File: src/rtl/icon_bstage.sv
// -----------------------------------------------------------------------------
// icon_bstage -- backpressured butterfly stage of the ICON interconnect.
//
// NODES = INPUTS/2 independent 2x2 switch nodes. Node n owns input and output
// indices 2n and 2n+1. Input 2n+j is steered to output 2n+addr[STAGE_NUM] and
// lands in that output's FIFO. When both inputs of a node want the same
// output in the same cycle, a per-node round-robin pointer picks the winner.
// The loser is stalled through i_ready.
//
// Handshake (both sides): a transfer happens on a rising edge where
// valid & ready are both high. A producer holding valid high with ready low
// must keep its addr/data stable. Ready may depend on valid, never the
// reverse. i_ready never depends on o_ready, so there is no combinational
// path from the downstream stage back to the upstream stage.
//
// Optional feature macro: ICON_BSTAGE_STATS_EN adds per-node saturating
// conflict-cycle counters and the o_conflict_cnt port.
//
// Ports
//   i_clk, i_rst_n   clock (rising edge), asynchronous active-low reset
//   i_valid/i_ready  per-input handshake
//   i_addr, i_data   packed [INPUTS-1:0][ADDR_W-1:0] / [INPUTS-1:0][DATA_W-1:0]
//   o_valid/o_ready  per-output handshake, o_valid = FIFO non-empty
//   o_addr, o_data   FIFO head entry, zero while the FIFO is empty
//   o_conflict_cnt   packed [NODES-1:0][CNT_W-1:0] (ICON_BSTAGE_STATS_EN only)
// -----------------------------------------------------------------------------
module icon_bstage #(
    parameter int INPUTS    = 32,
    parameter int DATA_W    = 1,
    parameter int ADDR_W    = 9,
    parameter int STAGE_NUM = 0,
    parameter int DEPTH     = 2
`ifdef ICON_BSTAGE_STATS_EN
    ,
    parameter int CNT_W     = 16
`endif
) (
    input  logic                       i_clk,
    input  logic                       i_rst_n,
    input  logic [INPUTS-1:0]          i_valid,
    output logic [INPUTS-1:0]          i_ready,
    input  logic [INPUTS*ADDR_W-1:0]   i_addr,
    input  logic [INPUTS*DATA_W-1:0]   i_data,
    output logic [INPUTS-1:0]          o_valid,
    input  logic [INPUTS-1:0]          o_ready,
    output logic [INPUTS*ADDR_W-1:0]   o_addr,
    output logic [INPUTS*DATA_W-1:0]   o_data
`ifdef ICON_BSTAGE_STATS_EN
    ,
    output logic [INPUTS/2*CNT_W-1:0]  o_conflict_cnt
`endif
);

    localparam int NODES = INPUTS / 2;
    localparam int PW    = (DEPTH > 1) ? $clog2(DEPTH) : 1;
    localparam int CW    = $clog2(DEPTH + 1);
    localparam logic [CW-1:0] FULL_CNT = CW'(DEPTH);

    // FIFO storage and control, one FIFO per output
    logic [ADDR_W-1:0] mem_addr [INPUTS][DEPTH];
    logic [DATA_W-1:0] mem_data [INPUTS][DEPTH];
    logic [PW-1:0]     rd_ptr   [INPUTS];
    logic [PW-1:0]     wr_ptr   [INPUTS];
    logic [CW-1:0]     count    [INPUTS];

    // Round-robin pointer per node: in a conflict, input 2n+prio wins
    logic              prio     [NODES];

    logic              route_bit [INPUTS];
    logic              fifo_full [INPUTS];
    logic              accept    [INPUTS];
    logic              push      [INPUTS];
    logic              pop       [INPUTS];
    logic [ADDR_W-1:0] push_addr [INPUTS];
    logic [DATA_W-1:0] push_data [INPUTS];
    logic              conflict  [NODES];
    logic              prio_flip [NODES];

    // -------------------------------------------------------------------------
    // Routing, arbitration and ready generation
    // -------------------------------------------------------------------------
    always_comb begin
        i_ready = '0;
        for (int i = 0; i < INPUTS; i++) begin
            route_bit[i] = i_addr[i*ADDR_W + STAGE_NUM];
            // Full blocks a push even if the head pops this same cycle, which
            // keeps i_ready independent of o_ready.
            fifo_full[i] = (count[i] == FULL_CNT);
            pop[i]       = o_ready[i] && (count[i] != '0);
            accept[i]    = 1'b0;
            push[i]      = 1'b0;
            push_addr[i] = '0;
            push_data[i] = '0;
        end

        for (int n = 0; n < NODES; n++) begin
            conflict[n] = i_valid[2*n] && i_valid[2*n+1] &&
                          (route_bit[2*n] == route_bit[2*n+1]);
            for (int j = 0; j < 2; j++) begin
                i_ready[2*n+j] = !fifo_full[2*n + int'(route_bit[2*n+j])] &&
                                 (!conflict[n] || (int'(prio[n]) == j));
            end
        end

        for (int i = 0; i < INPUTS; i++) begin
            accept[i] = i_valid[i] && i_ready[i];
        end

        // At most one input of a node is accepted per output, because a
        // same-output pair is always a conflict with a single winner.
        for (int i = 0; i < INPUTS; i++) begin
            if (accept[i]) begin
                push[2*(i/2) + int'(route_bit[i])]      = 1'b1;
                push_addr[2*(i/2) + int'(route_bit[i])] = i_addr[i*ADDR_W +: ADDR_W];
                push_data[2*(i/2) + int'(route_bit[i])] = i_data[i*DATA_W +: DATA_W];
            end
        end

        // Pointer moves only when the winner actually gets through
        for (int n = 0; n < NODES; n++) begin
            prio_flip[n] = conflict[n] && accept[2*n + int'(prio[n])];
        end
    end

    // -------------------------------------------------------------------------
    // FIFO control and arbitration state
    // -------------------------------------------------------------------------
    always_ff @(posedge i_clk or negedge i_rst_n) begin
        if (!i_rst_n) begin
            for (int o = 0; o < INPUTS; o++) begin
                rd_ptr[o] <= '0;
                wr_ptr[o] <= '0;
                count[o]  <= '0;
            end
            for (int n = 0; n < NODES; n++) begin
                prio[n] <= 1'b0;
            end
        end else begin
            for (int o = 0; o < INPUTS; o++) begin
                if (push[o]) begin
                    wr_ptr[o] <= wr_ptr[o] + PW'(1);
                end
                if (pop[o]) begin
                    rd_ptr[o] <= rd_ptr[o] + PW'(1);
                end
                if (push[o] && !pop[o]) begin
                    count[o] <= count[o] + CW'(1);
                end else if (!push[o] && pop[o]) begin
                    count[o] <= count[o] - CW'(1);
                end
            end
            for (int n = 0; n < NODES; n++) begin
                if (prio_flip[n]) begin
                    prio[n] <= !prio[n];
                end
            end
        end
    end

    // Payload storage needs no reset: outputs are masked while a FIFO is empty
    always_ff @(posedge i_clk) begin
        for (int o = 0; o < INPUTS; o++) begin
            if (push[o]) begin
                mem_addr[o][wr_ptr[o]] <= push_addr[o];
                mem_data[o][wr_ptr[o]] <= push_data[o];
            end
        end
    end

    // -------------------------------------------------------------------------
    // Output view of each FIFO head
    // -------------------------------------------------------------------------
    always_comb begin
        o_valid = '0;
        o_addr  = '0;
        o_data  = '0;
        for (int o = 0; o < INPUTS; o++) begin
            o_valid[o] = (count[o] != '0);
            if (count[o] != '0) begin
                o_addr[o*ADDR_W +: ADDR_W] = mem_addr[o][rd_ptr[o]];
                o_data[o*DATA_W +: DATA_W] = mem_data[o][rd_ptr[o]];
            end
        end
    end

`ifdef ICON_BSTAGE_STATS_EN
    // -------------------------------------------------------------------------
    // Conflict statistics: the loser of a conflict is always stalled, so every
    // conflict cycle is a stall cycle. Counters saturate at all-ones.
    // -------------------------------------------------------------------------
    logic [CNT_W-1:0] conflict_cnt [NODES];

    always_ff @(posedge i_clk or negedge i_rst_n) begin
        if (!i_rst_n) begin
            for (int n = 0; n < NODES; n++) begin
                conflict_cnt[n] <= '0;
            end
        end else begin
            for (int n = 0; n < NODES; n++) begin
                if (conflict[n] && (conflict_cnt[n] != {CNT_W{1'b1}})) begin
                    conflict_cnt[n] <= conflict_cnt[n] + CNT_W'(1);
                end
            end
        end
    end

    always_comb begin
        o_conflict_cnt = '0;
        for (int n = 0; n < NODES; n++) begin
            o_conflict_cnt[n*CNT_W +: CNT_W] = conflict_cnt[n];
        end
    end
`endif

endmodule

File: config.mk
export PLATFORM = sky130hd
export DESIGN_NAME = icon_bstage
export DESIGN_NICKNAME = d
export VERILOG_FILES = /design/src/rtl/icon_bstage.sv
export SDC_FILE = /design/constraint.sdc
export NUM_CORES = 1
export LEC_CHECK = 0
export BUFFER_PORTS_ARGS = -buffer_cell sky130_fd_sc_hd__buf_2
export CAP_MARGIN = 15
export CORE_AREA = 4 4 296 298
export CTS_CLUSTER_SIZE = 24
export DETAILED_ROUTE_END_ITERATION = 16
export DIE_AREA = 0 0 300 302
export RECOVER_POWER = 25
export SYNTH_ARGS = -nofsm -noshare
export SYNTH_HDL_FRONTEND = slang
export SYNTH_SLANG_ARGS = --single-unit
export TNS_END_PERCENT = 50
File: constraint.sdc
create_clock -name i_clk -period 4.3 [get_ports i_clk]
set_clock_uncertainty 0.05 [all_clocks]
set_input_delay 0.43 -clock i_clk [delete_from_list [all_inputs] [get_ports i_clk]]
set_output_delay 0.43 -clock i_clk [all_outputs]
set_load 0.01 [all_outputs]
# Word level (Yosys, flattened, before mapping)
# Memory sizes are Yosys's and may differ from the RTL's.
# Index checks and enable logic that the tools add are counted.
# word_totals
ramBits,640
register_bits,144
elab_cells,2142
output_inout_bits,384
mem_count,2
# classes
order_cmp,176
n_addsub,173
bitwise,161
reduce_logical,496
eq_ne,48
n_mux,974
# memory_table
memory,words,word_bits,read_ports,rd_clocked_by_memory_dff,write_ports,line,text
mem_addr,32,18,32,0,32,60,logic [ADDR_W-1:0] mem_addr [INPUTS][DEPTH];
mem_data,32,2,32,0,32,61,logic [DATA_W-1:0] mem_data [INPUTS][DEPTH];
# op_table
operator,count
288-bit 2-to-1 mux,32
288-bit bitwise mux,31
32-bit 2-to-1 mux,64
9-bit 2-to-1 mux,192
"32-bit by 6-bit greater-or-equal comparator with 1-bit output, second input constant",48
9-bit demux with 5-bit select,32
"32-bit by 1-bit < comparator with 1-bit output, second input constant",32
32-bit bitwise mux,31
32-bit OR,31
6-bit inverter with 32-bit output,24
18-bit 2-to-1 mux,32
5-bit inverter with 32-bit output,12
1-bit 2-to-1 mux,320
288-bit bitwise AND,1
9-bit demux with 1-bit select,32
1-bit logical AND,272
1-bit binary-select mux with 5-bit select,48
2-bit 2-to-1 mux,96
4-bit inverter with 32-bit output,6
1-bit demux with 5-bit select,32
"5-bit by 1-bit adder with 6-bit output, first input constant",24
"2-bit greater-or-equal comparator, second input constant",64
1-bit logical NOT,128
1-bit inverter with 2-bit output,64
other kinds (16),380

# Depth between registers and ports, before layout
# logic_depth
depth_word,74
depth_mapped,10

# Worst setup path after synthesis
# No wires, ideal clock.
# synth_timing
path_kind,in2reg
from,input port i_addr[207]
to,"memory mem_addr[1][126] (netlist bit), enable pin"
path_slack_ns,1.987
arrival_time_ns,1.886
required_time_ns,3.872
stages,5
path_cell_list,clkbuf_1 nand2_1 a311oi_2 nor2_1 nor2b_1
# synth_lines
element,line,text
from (decl),42,"input logic [INPUTS*ADDR_W-1:0] i_addr,"
to (decl),60,

==> run_results.csv <==
group,metric,value,unit
synthesis,yosysTopAreaCell,"edfxtp_1",
clocking,post_cts_buffers,0,
setup_path,cp-end-kind,"flop",
timing,totalNegativeSetupSlack,0,ns
timing,relSlewSlack,-71.1,%
place,gp_congestion,0.891,
clocking,clk_pin_slew,0.06,ns
timing,setup_ws,1.35,ns
pwr,vdd_drop_max,0.350,mV
synthesis,netlist_area,34900,sq um
timing,fin_crit_sh,68.5,%
die,start_util,41.2,%
timing,finalSetupViolations,0,
synthesis,synth_mux_area_share,8.99,%
place,dp_slack,1.57,ns
clocking,clock-sinks,752,
cells_and_area,fin_util,49.8,%
timing,hold_slack,0.0750,ns
cells_and_area,final_cells,4688,
synthesis,synth_top_cells_by_area,"edfxtp_1, dfrtp_1, mux2i_1",
synthesis,synth_compound_area_share,9.44,%
place,dp_hpwl,73200,um
synthesis,synth-simple-area-share,10.8,%
setup_path,r2r_start,"count[45]",
place,numPlacedInstances,4528,
timing,rsz0062_at_grt,"no",
clocking,cts_root_buf,"clkbuf_16",
cells_and_area,final_cell_area,42300,sq um
route,drcViolationCount,0,
synthesis,synth_xor_area_share,4.86,%
clocking,htreeDepth,3,
global_route,grt_pass1_wl,140000,um
clocking,worstSkewPairLatency,0.60,ns
synthesis,seq_area_frac_synth,62.6,%
cells_and_area,nets,3886,
die,die-area,90600,sq um
setup_path,reg2reg_depth,4,
global_route,antenna_found_initial,12,
synthesis,yosys_warnings,0,
global_route,grt_max_degree,87,
synthesis,synth_flop_cell,"edfxtp_1",
run_status,run_status,"finished with violations",
pwr,total_power,30.3,mW
setup_path,critPathMaxFanout,10,
synthesis,ys_seq_elements,752,
cells_and_area,area_growth,21.0,%
synthesis,synth_top_family_by_area,"simple AND/OR/NAND/NOR gates",
synthesis,yosysUniqueCellTypes,52,
die,die_w,300,um
setup_path,path_class,"flop to flop",
run_status,violations,"max-capacitance violations, max-slew violations",
route,dr_total_vias,24200,
route,routedWlPerCell,20.4,um
synthesis,synth_top_cell_area_share,52.3,%
setup_path,rr_endpoint,"mem_data[0][18]",
clocking,cts_made_buffers,81,
synthesis,synth_edf_count,608,
synthesis,netlist_top_cells_count,"edfxtp_1, nor2_1, mux2i_1",
timing,fmax,339,MHz
synthesis,synthCells,2733,
cells_and_area,layout-drive-gt1-share,26.2,%
setup_path,regToRegSetupSlack,1.35,ns
flow_run,drv_cap,1,
clocking,clock_path_buffers,3,
place,port_buffers,753,
setup_path,required,4.48,ns
synthesis,async_reset_ff_share,19.1,%
die,num_rows,107,
global_route,grt_pass1_vias,24200,
cells_and_area,num-fill-cells,7788,
hold_path,hold_path_end,"rd_ptr[3]",
route,wirelength,95500,um
timing,hold_viol,0,
synthesis,synth.most_common_cell,"edfxtp_1",
pwr,p_leak,17.9,nW
clocking,cts_tree,"done",
route,ant_nets,0,
timing,drv_slew,86,
setup_path,cp_data_arrival_time,3.12,ns
timing,period_minus_slack,2.95,ns
hold_path,min_from,"o_ready[28]",
die,ios,770,
synthesis,synthAdderAreaFrac,1.15,%
route,drt-pass1-iter-count,5,
timing,worstMarginPinSlew,2.57,ns
global_route,track_usage,20.0,%
setup_path,timing.critical_path.from,"count[45]",
die,core_area,84900,sq um
place,post_dp_cell_area,39800,sq um
route,drt_iter0_drc,1684,
hold_path,hp-class,"input pin to flop",
clocking,cts_hold_buf,1,
pwr,p_per_area,717,nW/um^2
hold_path,hold_depth,3,
die,die_y,302,um
global_route,grt-ovfl-total,0,
setup_path,start_kind,"flop",
clocking,cts_resized,0,
route,vias_per_cell,5.16,
synthesis,avgSynthCellArea,12.8,sq um
[registers in the layout, summed over array words and instances (netlist names)]
name / cells
count: 64
mem_addr: 544
mem_data: 64
prio: 16
rd_ptr: 32
wr_ptr: 32
[where the power goes]
part / total (mW) / switching, mW / internal [mW]
clock: 6.70 / 2.77 / 3.93
sequential: 12.2 / 1.74 / 10.5
combinational: 11.4 / 6.93 / 4.47
[logic make-up after synthesis]
family	Yosys count
compound gates	405
mux	313
simple gates	849
fa+ha+maj	32
flops	752
buf+inv	189
other cells	1
xor+xnor	192
[critical path, cell delays in order (launching register included)]
cell and delay [ns]:
dfrtp_1 0.41, nor2b_1 0.15, a311oi_1 0.97, nor2_1 0.26, nor2b_1 0.73
[cell usage in the layout, fill, tap and decap left out, types with 12 or more instances in the layout]
| cell | instances |
|---|---|
| a21oi_1 | 51 |
| clkbuf_1 | 33 |
| nor2_1 | 585 |
| edfxtp_1 | 608 |
| nand2b_1 | 29 |
| nand2_1 | 74 |
| a221oi_1 | 12 |
| nand3_1 | 16 |
| inv_1 | 60 |
| clkinv_2 | 18 |
| a22o_1 | 135 |
| clkbuf_16 | 81 |
| nor2b_1 | 77 |
| ha_1 | 32 |
| xor2_1 | 96 |
| a22oi_1 | 153 |
| buf_2 | 752 |
| mux2i_1 | 306 |
| xnor2_1 | 94 |
| and2_1 | 21 |
| nor3b_1 | 14 |
| conb_1 | 16 |
| dfrtp_1 | 144 |
[how the worst max path moves through the flow]
stage,endpoint,slack [ns],cells after the start
2_1_floorplan,mem_addr[1][126],1.99,5
3_3_place_gp,mem_addr[1][20],1.59,5
3_5_place_dp,mem_addr[0][238],1.57,5
4_1_cts,o_data[16],1.50,3
5_1_grt,wr_ptr[6],1.03,2
6_report,mem_data[0][18],1.35,4
[area by class of cell]
cell class	instances	area, sq um	share of cell area (%)
Antenna cell	10	25.0	0.0592
Clock inverter	38	347	0.820
Timing Repair Buffer	766	3840	9.08
Inverter	60	225	0.533
Clock buffer	111	2220	5.25
Sequential cell	752	21900	51.7
Multi-Input combinational cell	1807	12300	29.2
Tap cell	1144	1430	3.39
[metal layers]
layer	wire [um]	global-route usage, %	vias up
met5	96	0	-
li1	-	-	11400
met3	6310	4.55	174
met4	3020	6.54	14
met2	49000	36.0	733
met1	37100	23.7	11800
No activity file was read; power rests on OpenSTA's default activity.
